`src/rtl/store_commit_unit.sv`:
```
// store_commit_unit: drains committed stores in order to the D-cache write port or the MMIO bus,
// returning one ack per store. Define STC_MMIO_TIMEOUT_EN to abort stalled MMIO accesses.
package store_commit_pkg;
  localparam int STID_W = 4;
  typedef logic [STID_W-1:0] StID_t;

  typedef struct packed {
    logic        valid;
    StID_t       id;
    logic [31:0] addr;
    logic [31:0] data;
    logic [3:0]  wmask;
    logic        isMMIO;
  } ST_UOp;

  typedef struct packed {
    logic  valid;
    StID_t id;
  } ST_Ack;
endpackage

module store_commit_unit
  import store_commit_pkg::*;
#(
  parameter int FIFO_DEPTH   = 2,
  parameter int ID_W         = STID_W,
  parameter int MMIO_TIMEOUT = 255
) (
  input  logic        clk,
  input  logic        rst,
  input  ST_UOp       IN_uopSt,
  output logic        OUT_stall,
  output logic        OUT_cacheValid,
  output logic [29:0] OUT_cacheAddr,
  output logic [31:0] OUT_cacheData,
  output logic [3:0]  OUT_cacheMask,
  input  logic        IN_cacheReady,
  input  logic        IN_cacheIdle,
  output logic        OUT_mmioReq,
  input  logic        IN_mmioGnt,
  input  logic        IN_mmioDone,
  output ST_Ack       OUT_stAck,
  output logic        OUT_stFault,
  output logic        OUT_busy
);
  localparam int PTR_W = $clog2(FIFO_DEPTH);
  localparam int CNT_W = PTR_W + 1;
  localparam logic [CNT_W-1:0] FULL = CNT_W'(FIFO_DEPTH);

  typedef enum logic [2:0] {S_IDLE, S_CACHE, S_MMIO_REQ, S_MMIO_WAIT, S_FENCE} state_t;

  typedef struct packed {
    logic [ID_W-1:0] id;
    logic [29:0]     waddr;
    logic [31:0]     data;
    logic [3:0]      wmask;
    logic            is_mmio;
  } entry_t;

  entry_t          fifo_q [FIFO_DEPTH];
  entry_t          head_q;
  logic [PTR_W-1:0] wr_ptr_q, rd_ptr_q;
  logic [CNT_W-1:0] count_q, cnt_after;
  state_t          state_q;
  logic            cache_valid_q, mmio_req_q, ack_valid_q;
  logic [ID_W-1:0] ack_id_q;

  entry_t in_entry, nxt;
  logic   push, pop, done, nxt_ok, nxt_cache, load;
  logic   unused_bits;

  assign in_entry = '{id: IN_uopSt.id, waddr: IN_uopSt.addr[31:2], data: IN_uopSt.data,
                      wmask: IN_uopSt.wmask, is_mmio: IN_uopSt.isMMIO};
  assign push = IN_uopSt.valid && !OUT_stall;

  // NOTE: every signal written in an always_comb gets a default first, so no latch is inferred.
  always_comb begin
    done = 1'b0;
    case (state_q)
      S_CACHE:     done = IN_cacheReady;
      S_MMIO_WAIT: done = IN_mmioDone;
      S_FENCE:     done = IN_cacheIdle;
      default:     done = 1'b0;
    endcase
  end

`ifdef STC_MMIO_TIMEOUT_EN
  localparam int TMO_W = ($clog2(MMIO_TIMEOUT + 1) > 8) ? $clog2(MMIO_TIMEOUT + 1) : 8;
  localparam logic [TMO_W-1:0] TMO_LIMIT = TMO_W'(MMIO_TIMEOUT);

  logic [TMO_W-1:0] tmo_cnt_q;
  logic             tmo_hit, abort, ack_fault_q;

  // A grant or done in the timeout cycle wins over the abort.
  assign tmo_hit = (tmo_cnt_q == TMO_LIMIT);
  assign abort   = tmo_hit && ((state_q == S_MMIO_REQ  && !IN_mmioGnt) ||
                               (state_q == S_MMIO_WAIT && !IN_mmioDone));
  assign pop     = done || abort;

  // Saturates at the limit so a late grant still leads to an abort in MMIO_WAIT.
  always_ff @(posedge clk) begin
    if (rst) begin
      tmo_cnt_q   <= '0;
      ack_fault_q <= 1'b0;
    end else begin
      ack_fault_q <= abort;
      if (state_q == S_MMIO_REQ || state_q == S_MMIO_WAIT) begin
        if (!tmo_hit) tmo_cnt_q <= tmo_cnt_q + TMO_W'(1);
      end else begin
        tmo_cnt_q <= '0;
      end
    end
  end

  assign OUT_stFault = ack_fault_q;
  assign unused_bits = ^IN_uopSt.addr[1:0];
`else
  assign pop         = done;
  assign OUT_stFault = 1'b0;
  assign unused_bits = ^{IN_uopSt.addr[1:0], MMIO_TIMEOUT[0]};
`endif

  // Candidate for the next access: the entry behind a popping head, or the incoming store
  // when the FIFO would otherwise be empty (gives the t+1 request latency).
  always_comb begin
    cnt_after = count_q - CNT_W'(pop);
    if (cnt_after != '0) begin
      nxt    = fifo_q[rd_ptr_q + PTR_W'(pop)];
      nxt_ok = 1'b1;
    end else begin
      nxt    = in_entry;
      nxt_ok = push;
    end
  end

  assign nxt_cache = nxt_ok && (nxt.wmask != '0) && !nxt.is_mmio;
  assign load      = (state_q == S_IDLE && nxt_ok) ||
                     (state_q == S_CACHE && IN_cacheReady && nxt_cache);

  // NOTE: payload storage carries no reset; count and the valid flags qualify it.
  always_ff @(posedge clk) begin
    if (push) fifo_q[wr_ptr_q] <= in_entry;
    if (load) head_q <= nxt;
    if (pop)  ack_id_q <= head_q.id;
  end

  // NOTE: sequential state uses non-blocking assignments only.
  always_ff @(posedge clk) begin
    if (rst) begin
      state_q       <= S_IDLE;
      count_q       <= '0;
      wr_ptr_q      <= '0;
      rd_ptr_q      <= '0;
      cache_valid_q <= 1'b0;
      mmio_req_q    <= 1'b0;
      ack_valid_q   <= 1'b0;
    end else begin
      ack_valid_q <= pop;
      if (push) wr_ptr_q <= wr_ptr_q + PTR_W'(1);
      if (pop)  rd_ptr_q <= rd_ptr_q + PTR_W'(1);
      case ({push, pop})
        2'b10:   count_q <= count_q + CNT_W'(1);
        2'b01:   count_q <= count_q - CNT_W'(1);
        default: count_q <= count_q;
      endcase

      case (state_q)
        S_IDLE: if (nxt_ok) begin
          if (nxt.wmask == '0) begin
            state_q <= S_FENCE;
          end else if (nxt.is_mmio) begin
            state_q    <= S_MMIO_REQ;
            mmio_req_q <= 1'b1;
          end else begin
            state_q       <= S_CACHE;
            cache_valid_q <= 1'b1;
          end
        end
        S_CACHE: if (IN_cacheReady && !nxt_cache) begin
          state_q       <= S_IDLE;
          cache_valid_q <= 1'b0;
        end
        S_MMIO_REQ: if (IN_mmioGnt) begin
          state_q    <= S_MMIO_WAIT;
          mmio_req_q <= 1'b0;
`ifdef STC_MMIO_TIMEOUT_EN
        end else if (abort) begin
          state_q    <= S_IDLE;
          mmio_req_q <= 1'b0;
`endif
        end
        S_MMIO_WAIT: if (pop) state_q <= S_IDLE;
        S_FENCE:     if (IN_cacheIdle) state_q <= S_IDLE;
        default:     state_q <= S_IDLE;
      endcase
    end
  end

  assign OUT_stall      = (count_q == FULL);
  assign OUT_cacheValid = cache_valid_q;
  assign OUT_cacheAddr  = head_q.waddr;
  assign OUT_cacheData  = head_q.data;
  assign OUT_cacheMask  = head_q.wmask;
  assign OUT_mmioReq    = mmio_req_q;
  assign OUT_stAck      = '{valid: ack_valid_q, id: ack_id_q};
  assign OUT_busy       = (count_q != '0) || (state_q != S_IDLE);
endmodule
```
`config.mk`:
```
export PLATFORM = sky130hd
export DESIGN_NAME = store_commit_unit
export DESIGN_NICKNAME = d
export VERILOG_FILES = /design/src/rtl/store_commit_unit.sv
export SDC_FILE = /design/constraint.sdc
export NUM_CORES = 1
export LEC_CHECK = 0
export BUFFER_PORTS_ARGS = -buffer_cell sky130_fd_sc_hd__clkbuf_2
export CORE_MARGIN = 5
export CORE_UTILIZATION = 52
export CTS_BUF_LIST = sky130_fd_sc_hd__clkbuf_8
export CTS_CLUSTER_SIZE = 20
export DETAILED_ROUTE_END_ITERATION = 7
export HOLD_SLACK_MARGIN = 0.03
export PLACE_DENSITY = 0.82
export SLEW_MARGIN = 15
export SYNTH_ARGS = -nofsm -noshare
export SYNTH_HDL_FRONTEND = slang
export SYNTH_SLANG_ARGS = --single-unit
```
`constraint.sdc`:
```
create_clock -name clk -period 6.9 [get_ports clk]
set_input_delay 0.345 -clock clk [delete_from_list [all_inputs] [get_ports clk]]
set_output_delay 0.345 -clock clk [all_outputs]
set_load 0.005 [all_outputs]
```
==> impl_metrics.ini <==
[place]
dpl.hpwl_um = 10400
place_congestion = 0.755
dp_cells = 893
place_area_sq_um = 9620
io_buffers = 152

[yosys]
muxShareOfSynthArea = 0.0834
yosys_most_used_dff = edfxtp_1
ys_seq_elements = 226
yosys_warnings = 0
synth_area_leaders = edfxtp_1 71%, mux2i_1 8.1%, buf_4 6.0%, a21oi_1 4.3%, nor2_1 3.3%
synth-xor-area-share = 0.00383
synth_top_area_cell = edfxtp_1
synth_area_per_cell_sq_um = 15.1
seq_area_frac_synth = 0.730
synth_nets = 687
yosys.area_share.simple = 0.0502
synth-async-reset-ratio = 0
synth_compound_gate_area_share = 0.0575
synth_adder_area_share = 0.00137
yosysUniqueCellTypes = 40
syn_inst = 606
synth_top_family_by_area = multiplexers
synth_area_sq_um = 9150
synth_edf_count = 216
synth_top_area_frac = 0.709

[cells_and_area]
regArea_sq_um = 6690
multi_input_area_sq_um = 1830
areaGrowthSynthToFinish_pct = 19.1
nets = 852
stdcell_area_sq_um = 10900
final_layout_size_suffix_gt1_frac = 0.270
final_cells = 1021
num-fill-cells = 1250
antennaDiodeCount = 0

[setup_path]
crit_required_ps = 7030
r2r_cells = 7
cp_max_fo = 50
crit_chain = mux2i_1, o32a_4, mux2i_4, buf_4, o21a_1, a21boi_4, buf_4
critPathKind = reg -> reg
crit_top_cell = buf_4
rrSetupSlack_ps = 2260
crit_buf_inv = 2
startpoint = state_q[1]
startpoint_type = flop
slowest_stage = a21boi_4
rr_startpoint = state_q[1]
cp_slowest_stage_delay_ps = 900
path_delay_family = compound AO/OA/AOI/OAI gates
r2r-end = OUT_cacheAddr[11]
cp.arrival_ps = 4780
endpoint_kind = flop

[timing]
finalMaxSlewViolations = 0
setup_viol = 0
hold_viol_final = 0
rsz0062_at_grt = false
worstMarginPinSlew_ps = 1130
tns_ps = 0
maxSlewHeadroom = 0.242
fin_crit_ps = 4640
max_freq_ghz = 0.215
finClkSkew_ps = 18.8
finalCritPeriodShare = 0.673

[power]
power_density_nw_per_um2 = 430
p_leak_uw = 0.00408
peakVddDrop_mv = 0.299
total_power_uw = 4690

[floorplan]
rows = 48
start_util = 0.529
io_pins = 156
die_w_um = 143
core_sq_um = 17300
die_area_sq_um = 20400
fp.dieH_um = 143

[route]
route.vias.total = 5174
first_iter_violations = 294
drc = 0
viasPerCell = 5.07
detail_route.first_pass.iterations = 6
wl_per_cell_um = 17.3
routed_wl_um = 17600
ant_nets = 0

[run]
cap_viol_max_count = 0

[cts]
clock-root-buffer = clkbuf_8
ctsHtreeMaxLevel = 2
clkLatencyLatePin_ps = 520
ctsResizeCount = 0
cts_tree = done
numCtsBuffers = 37
cts.sinks = 226
clk_pin_slew_ps = 60
cts_buffer_depth = 3

[global_routing]
grt_max_degree = 72
grt_usage = 0.172
gr-total-overflow = 0
grt_pass1_wl_um = 27500
grt_antenna_before_repair = 0
grt_pass1_vias = 5448

[min_path]
hold_start = IN_uopSt[29]
hold_path.class = in -> reg
holdPathEnd = fifo_q[1][29]
hold_path_depth = 1

[run_status]
run_status = finished, final reports clean
==> routing by layer <==
layer	GRT usage	vias to the layer above	wire length, um
met1	0.195	2466	6910
met2	0.314	175	9300
met4	0.0575	0	353
met3	0.0482	26	1070
li1	-	2507	-
met5	0	-	0
==> cells by family (layout without fill, tap and decap cells) <==
kind of cell,Yosys count,after routing
flip-flops,226,226
AND/OR/NAND/NOR,106,106
buffers and inverters,100,290
AO/OA/AOI/OAI,93,93
multiplexers,75,75
XOR/XNOR,4,4
adder cells (fa/ha/maj),1,1
other,1,1
==> cells in the final DEF, fill, tap and decap left out, types with 7 or more instances in the layout <==
master / instances
edfxtp_1: 216
clkbuf_2: 152
nor2_1: 79
a21oi_1: 79
mux2i_1: 74
dlygate4sd3_1: 64
clkbuf_8: 39
inv_1: 13
dfxtp_1: 10
clkinv_2: 8
nand2_1: 7
clkinv_1: 7
==> registers in the layout, summed over array words and instances (netlist names) <==
signal	count
state_q	3
OUT_cacheValid	1
OUT_cacheMask	4
rd_ptr_q	1
ack_valid_q	1
OUT_cacheAddr	30
OUT_cacheData	32
ack_id_q	4
fifo_q	142
head_q	4
count_q	2
OUT_mmioReq	1
wr_ptr_q	1
==> stage by stage <==
| stage | setup WS [ps] | hold slack (ps) | util |
|---|---|---|---|
| 2_1_floorplan | 1290 | 400 | - |
| 3_3_place_gp | 2400 | 402 | 0.556 |
| 3_5_place_dp | 2210 | 406 | 0.556 |
| 4_1_cts | 2200 | 30.2 | 0.628 |
| 5_1_grt | 1920 | 31.7 | 0.630 |
| 6_report | 2260 | 61.2 | 0.630 |
==> repair_timing <==
item                                   CTS  global route
endpoints found under the hold margin  120             8
hold buffers                            60             4
buffers inserted                         0             0
==> layout make-up <==
type                    count  share of cell area
flip-flops and latches    226               0.613
multi-input cells         280               0.168
repair buffers            222               0.133
clock buffers              39              0.0492
well taps                 225              0.0258
clock inverters            25             0.00987
inverters                   4             0.00138
==> synth_stat cells, drive strengths merged, types with 2 or more instances <==
cell / instances
edfxtp: 216
buf: 84
nor2: 80
a21oi: 79
mux2i: 75
clkbuf: 12
dfxtp: 10
nand2: 7
inv: 4
nand2b: 4
nand3b: 3
or4: 3
a31oi: 2
and3: 2
nor2b: 2
o21ai: 2
xnor2: 2
xor2: 2
==> how the worst max path moves through the flow <==
stage,to,slack (ps),cells past startpoint
2_1_floorplan,OUT_cacheAddr[0],1290,7
3_5_place_dp,OUT_cacheAddr[14],2210,7
4_1_cts,OUT_cacheAddr[11],2200,7
5_1_grt,OUT_cacheAddr[11],1920,7
3_3_place_gp,OUT_cacheAddr[14],2400,7
6_report,OUT_cacheAddr[11],2260,7
==> where the power goes <==
group / internal [uW] / leakage [uW] / switching, uW / total, uW
Clock: 523 / 0.000371 / 488 / 1010
Sequential: 2080 / 0.00212 / 128 / 2210
Combinational: 542 / 0.00159 / 933 / 1480
Total: 3140 / 0.00408 / 1550 / 4690
No activity file was read; power rests on OpenSTA's default activity.
